$ cat config.mk
export PLATFORM = sky130hd
export DESIGN_NAME = instr_fetch_queue
export DESIGN_NICKNAME = d
export VERILOG_FILES = /design/src/rtl/instr_fetch_queue.sv
export SDC_FILE = /design/constraint.sdc
export NUM_CORES = 1
export LEC_CHECK = 0
export ABC_AREA = 1
export ABC_CLOCK_PERIOD_IN_PS = 4700
export CAP_MARGIN = 20
export CORE_MARGIN = 4
export CORE_UTILIZATION = 60
export DETAILED_ROUTE_END_ITERATION = 16
export PLACE_DENSITY_LB_ADDON = 0.12
export SLEW_MARGIN = 20
export SYNTH_ARGS = -nofsm -noshare
export SYNTH_HDL_FRONTEND = slang
export SYNTH_SLANG_ARGS = --single-unit
export TNS_END_PERCENT = 100
$ cat constraint.sdc
create_clock -name clk_i -period 4.7 [get_ports clk_i]
set_input_delay 0.94 -clock clk_i [delete_from_list [all_inputs] [get_ports clk_i]]
set_output_delay 0.94 -clock clk_i [all_outputs]
set_load 0.005 [all_outputs]
$ cat src/rtl/instr_fetch_queue.sv
// ============================================================================
// Module      : instr_fetch_queue
// Description : In-order instruction prefetch queue in front of a busy-handshaked
//               instruction memory, with redirect flush and in-flight drop.
// Revision    : 1.0 - initial release
// ============================================================================
`default_nettype none

module instr_fetch_queue #(
  parameter int unsigned       ADDR_W   = 32,
  parameter int unsigned       DATA_W   = 32,
  parameter int unsigned       DEPTH    = 4,
  parameter logic [ADDR_W-1:0] RESET_PC = ADDR_W'(32'h8002_0000),
  parameter int unsigned       PC_STEP  = 4
) (
  input  logic              clk_i,
  input  logic              rst_ni,
  input  logic              enable_i,
  input  logic              redirect_i,
  input  logic [ADDR_W-1:0] redirect_pc_i,
  output logic              mem_req_o,
  output logic [ADDR_W-1:0] mem_addr_o,
  input  logic              mem_busy_i,
  input  logic              mem_rvalid_i,
  input  logic [DATA_W-1:0] mem_rdata_i,
  output logic              instr_valid_o,
  output logic [DATA_W-1:0] instr_o,
  output logic [ADDR_W-1:0] instr_pc_o,
  input  logic              instr_ready_i
);

  localparam int unsigned PTR_W = $clog2(DEPTH);
  localparam int unsigned CNT_W = $clog2(DEPTH + 1);
  localparam logic [CNT_W:0]    C_CAP       = (CNT_W + 1)'(DEPTH);
  localparam logic [ADDR_W-1:0] C_ALIGN_MSK = ~ADDR_W'(3);

  logic [ADDR_W-1:0] fetch_pc_q, fetch_pc_d;
  logic [ADDR_W-1:0] pc_q   [DEPTH];
  logic [ADDR_W-1:0] pc_d   [DEPTH];
  logic [DATA_W-1:0] word_q [DEPTH];
  logic [DATA_W-1:0] word_d [DEPTH];
  logic [DEPTH-1:0]  filled_q, filled_d;
  logic [PTR_W-1:0]  alloc_ptr_q, alloc_ptr_d;
  logic [PTR_W-1:0]  fill_ptr_q, fill_ptr_d;
  logic [PTR_W-1:0]  head_ptr_q, head_ptr_d;
  logic [CNT_W-1:0]  alloc_cnt_q, alloc_cnt_d;
  logic [CNT_W-1:0]  drop_cnt_q, drop_cnt_d;
  logic [CNT_W-1:0]  pend_cnt_q, pend_cnt_d;

  logic [CNT_W:0]    w_in_use;
  logic              w_accept;
  logic              w_drop;
  logic              w_fill;
  logic              w_pop;

  // Dropped responses still occupy memory-side slots, so they count against the cap.
  assign w_in_use   = {1'b0, alloc_cnt_q} + {1'b0, drop_cnt_q};
  assign mem_req_o  = rst_ni & enable_i & ~redirect_i & (w_in_use < C_CAP);
  assign mem_addr_o = fetch_pc_q;
  assign w_accept   = mem_req_o & ~mem_busy_i;

  assign w_drop = mem_rvalid_i & (drop_cnt_q != '0);
  assign w_fill = mem_rvalid_i & (drop_cnt_q == '0) & (pend_cnt_q != '0);

  assign instr_valid_o = filled_q[head_ptr_q];
  assign instr_o       = word_q[head_ptr_q];
  assign instr_pc_o    = pc_q[head_ptr_q];
  assign w_pop         = instr_valid_o & instr_ready_i;

  always_comb begin
    fetch_pc_d  = fetch_pc_q;
    pc_d        = pc_q;
    word_d      = word_q;
    filled_d    = filled_q;
    alloc_ptr_d = alloc_ptr_q;
    fill_ptr_d  = fill_ptr_q;
    head_ptr_d  = head_ptr_q;
    alloc_cnt_d = alloc_cnt_q;
    drop_cnt_d  = drop_cnt_q;
    pend_cnt_d  = pend_cnt_q;

    if (redirect_i) begin
      // Every outstanding request of the old stream becomes a response to discard.
      fetch_pc_d  = redirect_pc_i & C_ALIGN_MSK;
      filled_d    = '0;
      alloc_ptr_d = '0;
      fill_ptr_d  = '0;
      head_ptr_d  = '0;
      alloc_cnt_d = '0;
      pend_cnt_d  = '0;
      drop_cnt_d  = drop_cnt_q + pend_cnt_q - CNT_W'(w_drop | w_fill);
    end else begin
      if (w_drop) begin
        drop_cnt_d = drop_cnt_q - CNT_W'(1);
      end
      if (w_fill) begin
        word_d[fill_ptr_q]   = mem_rdata_i;
        filled_d[fill_ptr_q] = 1'b1;
        fill_ptr_d           = fill_ptr_q + PTR_W'(1);
      end
      if (w_pop) begin
        filled_d[head_ptr_q] = 1'b0;
        head_ptr_d           = head_ptr_q + PTR_W'(1);
      end
      if (w_accept) begin
        pc_d[alloc_ptr_q]     = fetch_pc_q;
        filled_d[alloc_ptr_q] = 1'b0;
        alloc_ptr_d           = alloc_ptr_q + PTR_W'(1);
        fetch_pc_d            = fetch_pc_q + ADDR_W'(PC_STEP);
      end
      alloc_cnt_d = alloc_cnt_q + CNT_W'(w_accept) - CNT_W'(w_pop);
      pend_cnt_d  = pend_cnt_q + CNT_W'(w_accept) - CNT_W'(w_fill);
    end
  end

  always_ff @(posedge clk_i or negedge rst_ni) begin
    if (!rst_ni) begin
      fetch_pc_q  <= RESET_PC;
      pc_q        <= '{default: '0};
      word_q      <= '{default: '0};
      filled_q    <= '0;
      alloc_ptr_q <= '0;
      fill_ptr_q  <= '0;
      head_ptr_q  <= '0;
      alloc_cnt_q <= '0;
      drop_cnt_q  <= '0;
      pend_cnt_q  <= '0;
    end else begin
      fetch_pc_q  <= fetch_pc_d;
      pc_q        <= pc_d;
      word_q      <= word_d;
      filled_q    <= filled_d;
      alloc_ptr_q <= alloc_ptr_d;
      fill_ptr_q  <= fill_ptr_d;
      head_ptr_q  <= head_ptr_d;
      alloc_cnt_q <= alloc_cnt_d;
      drop_cnt_q  <= drop_cnt_d;
      pend_cnt_q  <= pend_cnt_d;
    end
  end

endmodule

`default_nettype wire

==> results of run 1 <==
==> registers in the layout, summed over array words and instances (netlist names), 3 cells and up <==
signal       flops
drop_cnt_q       3
alloc_cnt_q      3
pc_q           120
mem_addr_o      30
filled_q         4
pend_cnt_q       3
word_q         128
==> layout make-up <==
| class | instances | area share |
|---|---|---|
| flip-flops and latches | 297 | 0.443 |
| multi-input cells | 1227 | 0.343 |
| repair buffers | 185 | 0.108 |
| clock buffers | 37 | 0.0500 |
| inverters | 115 | 0.0258 |
| well taps | 313 | 0.0233 |
| clock inverters | 16 | 0.00693 |
==> metrics by stage <==
stage	setup WS [ns]	utilization	total power, mW
after floorplan	1.83	-	3.55
after global placement	1.17	0.692	4.20
after detailed placement	1.10	0.692	4.24
after CTS	0.494	0.734	6.55
after global routing	0.307	0.735	6.82
final	0.487	0.735	6.50
==> metal layers <==
metal / vias up / track usage
li1: 5908 / -
met3: 67 / 0.0375
met5: - / 0
met4: 0 / 0.0845
met1: 5889 / 0.379
met2: 425 / 0.464
==> worst paths after layout <==
check,startpoint,to,slack (ns)
worst max register to register,head_ptr_q[0],alloc_cnt_q[2],1.36
worst max-delay path,head_ptr_q[0],instr_pc_o[13],0.49
max in group asynchronous,rst_ni,word_q[82],2.44
min in group clk_i,word_q[41],word_q[41],0.48
worst min-delay path,rst_ni,pc_q[10],0.31
worst min register to register,word_q[41],word_q[41],0.48
==> cell usage after synthesis (all sizes together) <==
cell,number
clkbuf,83
xor2,11
buf,30
o22ai,62
nand4,1
xnor2,5
nor3,3
dfstp,2
nor2,184
o21ai,400
and2,1
nand3,56
o211ai,7
inv,115
conb,1
fa,3
ha,22
a21oi,11
nand2,457
dfrtp,295
==> cells by family (layout without fill, tap and decap cells) <==
logic type,count (synthesis),after routing,synth area share
simple gates,702,702,0.195
compound gates,480,480,0.178
flops,297,297,0.529
buf+inv,228,353,0.0645
fa+ha+maj,25,25,0.0239
xor+xnor,16,16,0.00997
other cells,1,4,0.000267
==> report_power, final <==
part / internal [mW] / total [mW] / leakage, nW / switching, mW
registers: 2.79 / 2.96 / 4.05 / 0.177
clock network: 1.31 / 2.31 / 0.475 / 0.993
logic: 0.626 / 1.23 / 3.44 / 0.606
total: 4.73 / 6.50 / 7.96 / 1.78
==> summary.md, run 1 <==
| Metric | Value |
|---|---|
| Cts bufs inserted | `30` |
| Post-Syn Instances | `1,749` |
| Number of global-route vias before repair | `12,052` |
| Crit end category | `output port` |
| Iter 0 DRT Violations | `approximately 1,100` |
| Crit path depth | `4` |
| Area after DPL | `15,800 sq um` |
| Synthesized flop and latch total | `297` |
| Die height | `161 um` |
| Multi-input gate area | `5750 sq um` |
| Vias after detailed routing | `12,289` |
| Crit start category | `flop` |
| Highest metal used | `met4` |
| Share of layout cells above drive strength 1 | `0.0490` |
| RSZ-0062 raised after global routing | `false` |
| FF+latch area | `7440 sq um` |
| FMAX | `237 MHz` |
| Starting Density | `0.615` |
| WP buf/inv | `2` |
| Routed wire length | `36.2 mm` |
| Postcts setup bufs | `0` |
| CP cell instances | `buf_4 > o21ai_0 > o22ai_1 > clkdlybuf4s50_1` |
| # resized after CTS | `0` |
| Worst Path Arrival | `3.27 ns` |
| Synthesis Warnings | `0` |
| Slew @ Worst Pin | `between 1 and 1.5 ns` |
| Most common cell after layout, fill and taps aside | `nand2_1` |
| Routed met1 length | `between 15 and 20 mm` |
| GRT Util Overall | `0.276` |
| Fin cells | `2,190` |
| P_leak | `7.96 nW` |
| Mean post-synth cell area | `8.04 sq um` |
| Fin area | `16,800 sq um` |
| Tmin final | `4.21 ns` |
| Die W | `161 um` |
| Fin. max-slew vios | `0` |
| Maximum vdd ir drop | `~0.36 mV` |
| CTS max path bufs | `3` |
| Hold_buf cts | `0` |
| Clk_lat worst skew | `0.55 ns` |
| DR vias/cell | `5.61` |
| Largest cells by area after synthesis | `dfrtp_1 53%, o21ai_0 14%, nand2_1 12%` |
| DRC | `0` |
| Max-cap viol count | `0` |
| Root Buffer | `clkbuf_16` |
| Area growth syn-to-layout | `19.4%` |
| Post-synth top area share | `0.525` |
| Final ANT Viol Nets | `0` |
| Yosys cell types | `28` |
| Period Utilization, post-route | `0.896` |
| Clock-pin slew on the worst setup and hold paths | `0.06 ns` |
| Final GP Congestion | `0.937` |
| Drt first pass iters | `5` |
| CP delay by family, top | `buffers and inverters` |
| Pwr dens | `388 nW/um^2` |
| H-tree depth | `1` |
| Slowest cell on crit path | `buf_4` |
| I/O Buffers | `162` |
| Fin Hold WS | `around 0.31 ns` |
| FF-to-FF path depth | `10` |
| Rows | `55` |
| Rel. slew slack | `0.332` |
| Outcome | `finished, final reports clean` |
| Setup Skew | `0.00832 ns` |
| Total grt overflow | `0` |
| Final Hold Vio Count | `0` |
| Met2 WL | `17.6 mm` |
| Largest net degree at the start of global routing | `a little over 90` |
| Setup violators final | `0` |
| CTS tree | `done` |
| ANT cells | `0` |
| First-pass GRT wire length | `59.8 mm` |
| Critical path class | `flop to output port` |
| FILL cells | `about 1,800` |
| Crit path max fanout | `between 90 and 100` |
| Post-Route Setup TNS | `0 ns` |
| Slowest cell delay on critical path | `between 0.8 and 0.9 ns` |
| Class of the worst hold path | `input port to asynchronous set/reset pin` |
| CP Data Required Time | `3.76 ns` |
| Num Clock Sinks | `297` |
| Netlist Area Pre-Place | `14,100 sq um` |
| Sequential share of the synthesized area | `0.529` |
| Post-DR wirelength/cell | `around 17 um` |
| Commonest non-fill, non-tap cells in the layout | `449 x nand2_1, 389 x o21ai_0, 293 x dfrtp_1` |
| Post-Place Cells | `2,137` |
| Initial antenna violation count | `0` |
| Top cell type by total area after synthesis | `dfrtp_1` |
| Met3 WL | `2.09 mm` |
| Die Area | `25,900 sq um` |
| Core ar. | `~23,000 sq um` |
| # nets final | `about 2,000` |
| IO Count | `169` |
| Post-detail-place hpwl | `22.6 mm` |
Note: power is estimated with default switching activity, not from simulation.
==> run 2: changes to the inputs <==
ABC_AREA = not set   (was 1)
SETUP_SLACK_MARGIN = 0.02   (was not set)
==> run 2 against run 1 <==
  * Final area fell by 0.45%
  * Count of clock-buffer cells in the layout rose by 9
  * Final cell count fell by 35%
  * Utilization rose by 0.11 points
  * Sequential share of layout area rose by 0.20 points
  * Register-to-register slack improved by 0.16 ns
==> summary.md, run 2 <==
| Metric | Value |
|---|---|
| Pre-CTS setup slack | `1.02 ns (-0.0734 ns)` |
| P_leak | `7.74 nW (-2.7%)` |
| Die W | `160 um (-0.68%)` |
| Dominant synthesized flop cell | `dfrtp_1` |
| Num Clock Sinks | `297 (unchanged)` |
| Synthesis Warnings | `0 (unchanged)` |
| Comb power frac | `0.208 (+0.019)` |
| CTS tree | `done` |
| Tmin final | `3.71 ns (-0.505 ns)` |
| Total grt overflow | `0 (unchanged)` |
| Worst Path Arrival | `2.77 ns (-0.50 ns)` |
| Most common cell in the netlist | `dfrtp_1` |
| Die Area | `25,600 sq um (-1.4%)` |
| Sequential share of the synthesized area | `0.537 (+0.00764)` |
| Hold_buf cts | `0 (unchanged)` |
| Cts bufs inserted | `31 (+3.3%)` |
| Setup violators final | `0 (unchanged)` |
| Rows | `55 (unchanged)` |
| IO Count | `169 (unchanged)` |
| Max-cap viol count | `0 (unchanged)` |
| Clock power share | `0.350 (-0.005)` |
| Area growth syn-to-layout | `20.6%` |
| Rel. slew slack | `0.330 (-0.00202)` |
| Max reg flops | `128 (unchanged)` |
| Share of layout cells above drive strength 1 | `0.254 (+0.205)` |
| DR vias/cell | `6.01 (+7.1%)` |
| RSZ-0062 raised after global routing | `false` |
| Crit path max fanout | `27 (-71%)` |
| Crit start category | `flop` |
| Routed wire length | `29.9 mm (-17%)` |
| Starting Density | `0.610 (-0.00509)` |
| Fin. max-slew vios | `0 (unchanged)` |
| Setup Skew | `0.0133 ns (+0.00498 ns)` |
| Clk_lat worst skew | `0.54 ns (about the same)` |
| Final Hold Vio Count | `0 (unchanged)` |
| I/O Buffers | `162 (unchanged)` |
| Critical path class | `flop to output port` |
| Post-Place Cells | `1,365 (-36%)` |
| Post-synth EDFFs | `0 (unchanged)` |
| Biggest register | `word_q` |
| Class of the worst hold path | `flop to flop` |
| Share of the core filled with cells | `0.736 (+0.00109)` |
| Top cell type by total area after synthesis | `dfrtp_1` |
| Internal power | `5.27 mW (+11%)` |
| Initial antenna violation count | `3 (+3)` |
| # nets final | `1,209 (-38%)` |
| Outcome | `finished, final reports clean` |
| CTS max path bufs | `3 (unchanged)` |
| Number of global-route vias before repair | `9,080 (-25%)` |
| Period Utilization, post-route | `0.789 (-0.108)` |
| Synthesized flop and latch total | `297 (unchanged)` |
| Post-DR wirelength/cell | `21.0 um (+27%)` |
| Most common library cells after synthesis | `295 x dfrtp_1, 139 x mux2_2, 100 x mux2_1` |
| ANT cells | `0 (unchanged)` |
| Fin Hold WS | `0.478 ns (+0.172 ns)` |
| GRT Util Overall | `0.236 (-0.0395)` |
| Largest net degree at the start of global routing | `186 (+100%)` |
| Fin cells | `1,422 (-35%)` |
| Root Buffer | `clkbuf_16` |
| Iter 0 DRT Violations | `571 (-49%)` |
| Post-synth top area share | `0.533 (+0.00759)` |
| Post-Route Setup TNS | `0 ns (unchanged)` |
| Maximum vdd ir drop | `0.336 mV (-5.9%)` |
| Final GP Congestion | `0.799 (-15%)` |
| Largest cells by area after synthesis | `dfrtp_1 53%, mux2_2 11%, mux4_2 10%` |
| Postcts setup bufs | `0 (unchanged)` |
| FMAX | `270 MHz (+14%)` |
| Pwr dens | `417 nW/um^2 (+7.7%)` |
| DRC | `0 (unchanged)` |
| Slew @ Worst Pin | `1.00 ns (+0.000584 ns)` |
| Asr flop ratio synth | `1.00 (unchanged)` |
| Vias after detailed routing | `8,544 (-30%)` |
| Crit end category | `output port` |
| Area after DPL | `15,700 sq um (-0.92%)` |
| Sw Ratio | `0.245 (-0.0285)` |
| FILL cells | `1,484 (-18%)` |
| Netlist Area Pre-Place | `13,900 sq um (-1.4%)` |
| Die height | `160 um (-0.68%)` |
| NetSw | `1.70 mW (-4.0%)` |
| CP Data Required Time | `3.76 ns (about the same)` |
| Drt first pass iters | `5 (unchanged)` |
| Mean post-synth cell area | `14.3 sq um (+78%)` |
| Yosys cell types | `50 (+79%)` |
| Crit path setup slack, layout | `0.992 ns (+0.505 ns)` |
| H-tree depth | `1 (unchanged)` |
| Commonest non-fill, non-tap cells in the layout | `293 x dfrtp_1, 160 x clkdlybuf4s50_1, 139 x mux2_2` |
| Final Total Pwr | `6.97 mW (+7.2%)` |
| Core ar. | `22,700 sq um (-0.60%)` |
| Final ANT Viol Nets | `0 (unchanged)` |
| Fin area | `16,700 sq um (-0.45%)` |
| Worst R2R Setup Slack | `1.52 ns (+0.16 ns)` |
| Most common cell after layout, fill and taps aside | `dfrtp_1` |
| Post-Syn Instances | `970 (-45%)` |
| Post-detail-place hpwl | `18.9 mm (-17%)` |
| Clock-pin slew on the worst setup and hold paths | `0.06 ns (about the same)` |
| # resized after CTS | `0 (unchanged)` |
| Sequential share of power | `0.442 (-0.014)` |
| First-pass GRT wire length | `49.3 mm (-18%)` |
## run 2: cell types whose count changed in the layout (fill, tap and decap cells not counted), moves of 7 or more
cell	change
nand2_1	-398
o21ai_0	-358
nor2_1	-155
mux2_2	+139
mux2_1	+100
inv_1	-90
mux4_2	+63
o22ai_1	-62
nand3_1	-36
buf_4	-12
nand4_1	+11
o21ai_1	-10
clkinv_2	-7
xnor2_1	+7
## run 2: power by group through the flow
stage	registers (mW)	logic [mW]	clock network, mW
detailed placement	3.12	1.46	0
floorplan	3.03	0.739	0
global placement	3.11	1.43	0
finish	3.08	1.45	2.44
global route	3.12	1.57	2.61
CTS	3.08	1.47	2.48
## run 2: final timing paths
check	startpoint	to	depth (start not counted)
max	head_ptr_q[0]	instr_o[22]	3
min	pc_q[4]	pc_q[4]	2
max reg2reg	alloc_cnt_q[1]	alloc_cnt_q[2]	9
min reg2reg	pc_q[4]	pc_q[4]	2
max in group asynchronous	rst_ni	pc_q[120]	3
min in group asynchronous	rst_ni	word_q[106]	2
## run 2: area by class of cell
class                           count  area (sq um)  area share
Clock buffer                       46           922      0.0552
Clock inverter                     11           116     0.00697
Inverter                           22          82.6     0.00494
Multi-Input combinational cell    585          6010       0.360
Sequential cell                   297          7440       0.445
Tap cell                          285           357      0.0213
Timing Repair Buffer              176          1780       0.106
## run 2: per-layer routing
metal  track usage  up-vias  part of all wire
met5             0        -            0.0014
met4        0.0622        6             0.021
met3        0.0364       52             0.043
met2         0.373      197              0.47
met1         0.350     4465              0.46
li1              -     3824                 -
## run 2: cell families after synthesis
logic type                 Yosys count  synth area share
adders and majority gates           25            0.0242
muxes                              305             0.299
DFF                                297             0.537
other                                1          0.000271
buffers and inverters               91            0.0326
AOI/OAI and AO/OA                   79            0.0368
xor gates and xnor gates            19            0.0120
and+or+nand+nor                    153            0.0587
## run 2: critical path: stages, from the launching register on
cell and delay [ns]:
dfrtp_4 0.79, buf_4 0.38, mux4_2 0.57, clkdlybuf4s50_1 0.46
==> run 3: changes to the inputs <==
ABC_CLOCK_PERIOD_IN_PS = 3700   (was 4700)
CORE_UTILIZATION = 56   (was 60)
clock period = 3.7 ns   (was 4.7 ns; I/O delays follow)
==> run 3 against run 2 <==
  * Final area grew 1.0%
  * Global-route usage shrank 1.2 points
  * Power grew 30%
  * Routed wire length grew 0.54%
  * Critical path depth is the same
  * Flip-flop and latch count is the same
  * Final cell count grew 3.4%
  * Critical path type unchanged
  * Critical endpoint is now instr_pc_o[26]
==> summary.md, run 3 (synthesis results as in run 2) <==
| Metric | Value |
|---|---|
| Pre-CTS setup slack | `0.500 ns (-0.523 ns)` |
| CP cell instances | `buf_4 > mux4_2 > clkdlybuf4s50_1` |
| Class of the worst hold path | `flop to flop` |
| Final ANT Viol Nets | `0 (unchanged)` |
| CTS max path bufs | `3 (unchanged)` |
| Post-detail-place hpwl | `19.2 mm (+1.9%)` |
| CP Data Required Time | `2.96 ns (-0.80 ns)` |
| Most common cell after layout, fill and taps aside | `dfrtp_1` |
| Clock power share | `0.364 (+0.014)` |
| Share of the core filled with cells | `0.694 (-0.0415)` |
| FF+latch area | `7440 sq um (unchanged)` |
| Die W | `165 um (+3.3%)` |
| NetSw | `2.15 mW (+26%)` |
| Period Utilization, post-route | `0.929` |
| Final Hold Vio Count | `0 (unchanged)` |
| Initial antenna violation count | `1 (-2)` |
| Die height | `165 um (+3.3%)` |
| Die Area | `27,300 sq um (+6.8%)` |
| Tmin final | `3.44 ns` |
| Internal power | `6.88 mW (+31%)` |
| Comb power frac | `0.203 (-0.005)` |
| Crit path depth | `3 (unchanged)` |
| H-tree depth | `1 (unchanged)` |
| Critical path class | `flop to output port` |
| Final GP Congestion | `0.782 (-2.1%)` |
| Setup violators final | `0 (unchanged)` |
| Area after DPL | `15,800 sq um (+0.66%)` |
| GRT Util Overall | `0.225 (-0.0117)` |
| Crit path max fanout | `28 (+3.7%)` |
| DRC | `0 (unchanged)` |
| Routed wire length | `30.1 mm (+0.54%)` |
| FILL cells | `1,725 (+16%)` |
| Area growth syn-to-layout | `21.8%` |
| Number of global-route vias before repair | `8,816 (-2.9%)` |
| Commonest non-fill, non-tap cells in the layout | `293 x dfrtp_1, 160 x clkdlybuf4s50_1, 139 x mux2_2` |
| Post-DR wirelength/cell | `20.4 um (-2.8%)` |
| Slew @ Worst Pin | `0.921 ns (-0.0804 ns)` |
| Max reg flops | `128 (unchanged)` |
| Total grt overflow | `0 (unchanged)` |
| Outcome | `finished, final reports clean` |
| P_leak | `7.82 nW (+1.0%)` |
| Maximum vdd ir drop | `0.329 mV (-1.9%)` |
| Fin. max-slew vios | `0 (unchanged)` |
| Clk_lat worst skew | `0.54 ns (about the same)` |
| Hold Crit Depth | `2 (unchanged)` |
| Largest net degree at the start of global routing | `166 (-11%)` |
| Starting Density | `0.570 (-0.0404)` |
| I/O Buffers | `162 (unchanged)` |
| DR vias/cell | `5.80 (-3.4%)` |
| IO Count | `169 (unchanged)` |
| Slowest cell delay on critical path | `0.79 ns (about the same)` |
| Post-Route Setup TNS | `0 ns (unchanged)` |
| Max-cap viol count | `0 (unchanged)` |
| Crit end category | `output port` |
| Iter 0 DRT Violations | `556 (-2.6%)` |
| Setup Skew | `0.00871 ns (-0.00459 ns)` |
| Rows | `57 (+3.6%)` |
| Clock-pin slew on the worst setup and hold paths | `0.06 ns (about the same)` |
| CTS tree | `done` |
| Crit start category | `flop` |
| Pwr dens | `535 nW/um^2 (+28%)` |
| Sw Ratio | `0.238 (-0.00634)` |
| Crit path setup slack, layout | `0.264 ns (-0.729 ns)` |
| Sequential share of power | `0.433 (-0.009)` |
| WP buf/inv | `2 (unchanged)` |
| FMAX | `291 MHz` |
| Cts bufs inserted | `31 (unchanged)` |
| # resized after CTS | `0 (unchanged)` |
| RSZ-0062 raised after global routing | `false` |
| Vias after detailed routing | `8,534 (-0.12%)` |
| Slowest cell on crit path | `dfrtp_4` |
| Root Buffer | `clkbuf_16` |
| Worst Path Arrival | `2.70 ns (-0.07 ns)` |
| Drt first pass iters | `5 (unchanged)` |
| Postcts setup bufs | `0 (unchanged)` |
| Biggest register | `word_q` |
| Rel. slew slack | `0.386 (+0.0560)` |
| Share of layout cells above drive strength 1 | `0.258 (+0.00411)` |
| # nets final | `1,219 (+0.83%)` |
| CP delay by family, top | `buffers and inverters` |
| FF-to-FF path depth | `10 (+1)` |
| First-pass GRT wire length | `48.3 mm (-2.0%)` |
| Multi-input gate area | `6010 sq um (unchanged)` |
| Num Clock Sinks | `297 (unchanged)` |
| Core ar. | `24,300 sq um (+7.1%)` |
| Fin area | `16,900 sq um (+1.0%)` |
## run 3: cell types whose count changed in the layout (fill, tap and decap cells not counted)
cell           previous run  this run
clkbuf_1                  6         7
clkinv_4                  1         0
clkbuf_8                  9        12
bufinv_16                 2         4
dlygate4sd3_1             0         1
clkinv_2                  5         2
diode_2                   0         1
buf_12                    4         3
clkinvlp_4                3         0
buf_4                    10        20
## run 3: timing repair
item	CTS	global route
hold buffers	1	0
setup endpoints to repair	0	0
hold endpoints to repair	7	0
## run 3: layout make-up
cell class | count | share of cell area
Inverter | 22 | 0.00489
Timing Repair Buffer | 186 | 0.109
Sequential cell | 297 | 0.441
Clock buffer | 50 | 0.0573
Antenna cell | 1 | 0.000148
Clock inverter | 6 | 0.00771
Multi-Input combinational cell | 585 | 0.356
Tap cell | 324 | 0.0240
## run 3: power by group through the flow
stage / logic (mW) / registers (mW) / clock network (mW)
final: 1.84 / 3.91 / 3.28
after global routing: 2.02 / 3.97 / 3.49
after CTS: 1.87 / 3.91 / 3.35
after detailed placement: 1.85 / 3.96 / 0
after global placement: 1.83 / 3.95 / 0
after floorplan: 0.939 / 3.85 / 0
## run 3: per-layer routing
layer  wire (um)  part of all wire  GRT usage
met4         632             0.021     0.0551
met3        1810             0.060     0.0410
met5           0                 0          0
met1       13000              0.43      0.320
met2       14700              0.49      0.364
## run 3: stage by stage
stage | hold WS, ns | total power [mW] | std cells
2_1_floorplan | 0.444 | 4.79 | 973
3_3_place_gp | 0.460 | 5.78 | 1413
3_5_place_dp | 0.470 | 5.82 | 1413
4_1_cts | 0.483 | 9.14 | 1470
5_1_grt | 0.497 | 9.48 | 1471
6_report | 0.480 | 9.03 | 1471
## run 3: path summary, 6_finish.rpt
path | from | endpoint | slack (ns)
setup / recovery | head_ptr_q[0] | instr_pc_o[26] | 0.26
hold / removal | pc_q[36] | pc_q[36] | 0.48
setup reg to reg | pend_cnt_q[1] | drop_cnt_q[2] | 0.77
hold reg to reg | pc_q[36] | pc_q[36] | 0.48
max in group asynchronous | rst_ni | head_ptr_q[1] | 1.99
min in group asynchronous | rst_ni | word_q[69] | 0.59
## run 3: tightest hold or removal path: cells and delay by family, from the launching register on
kind / cells / cell delay (ns)
flops: 1 / 0.34
simple gates: 1 / 0.05
compound gates: 1 / 0.06
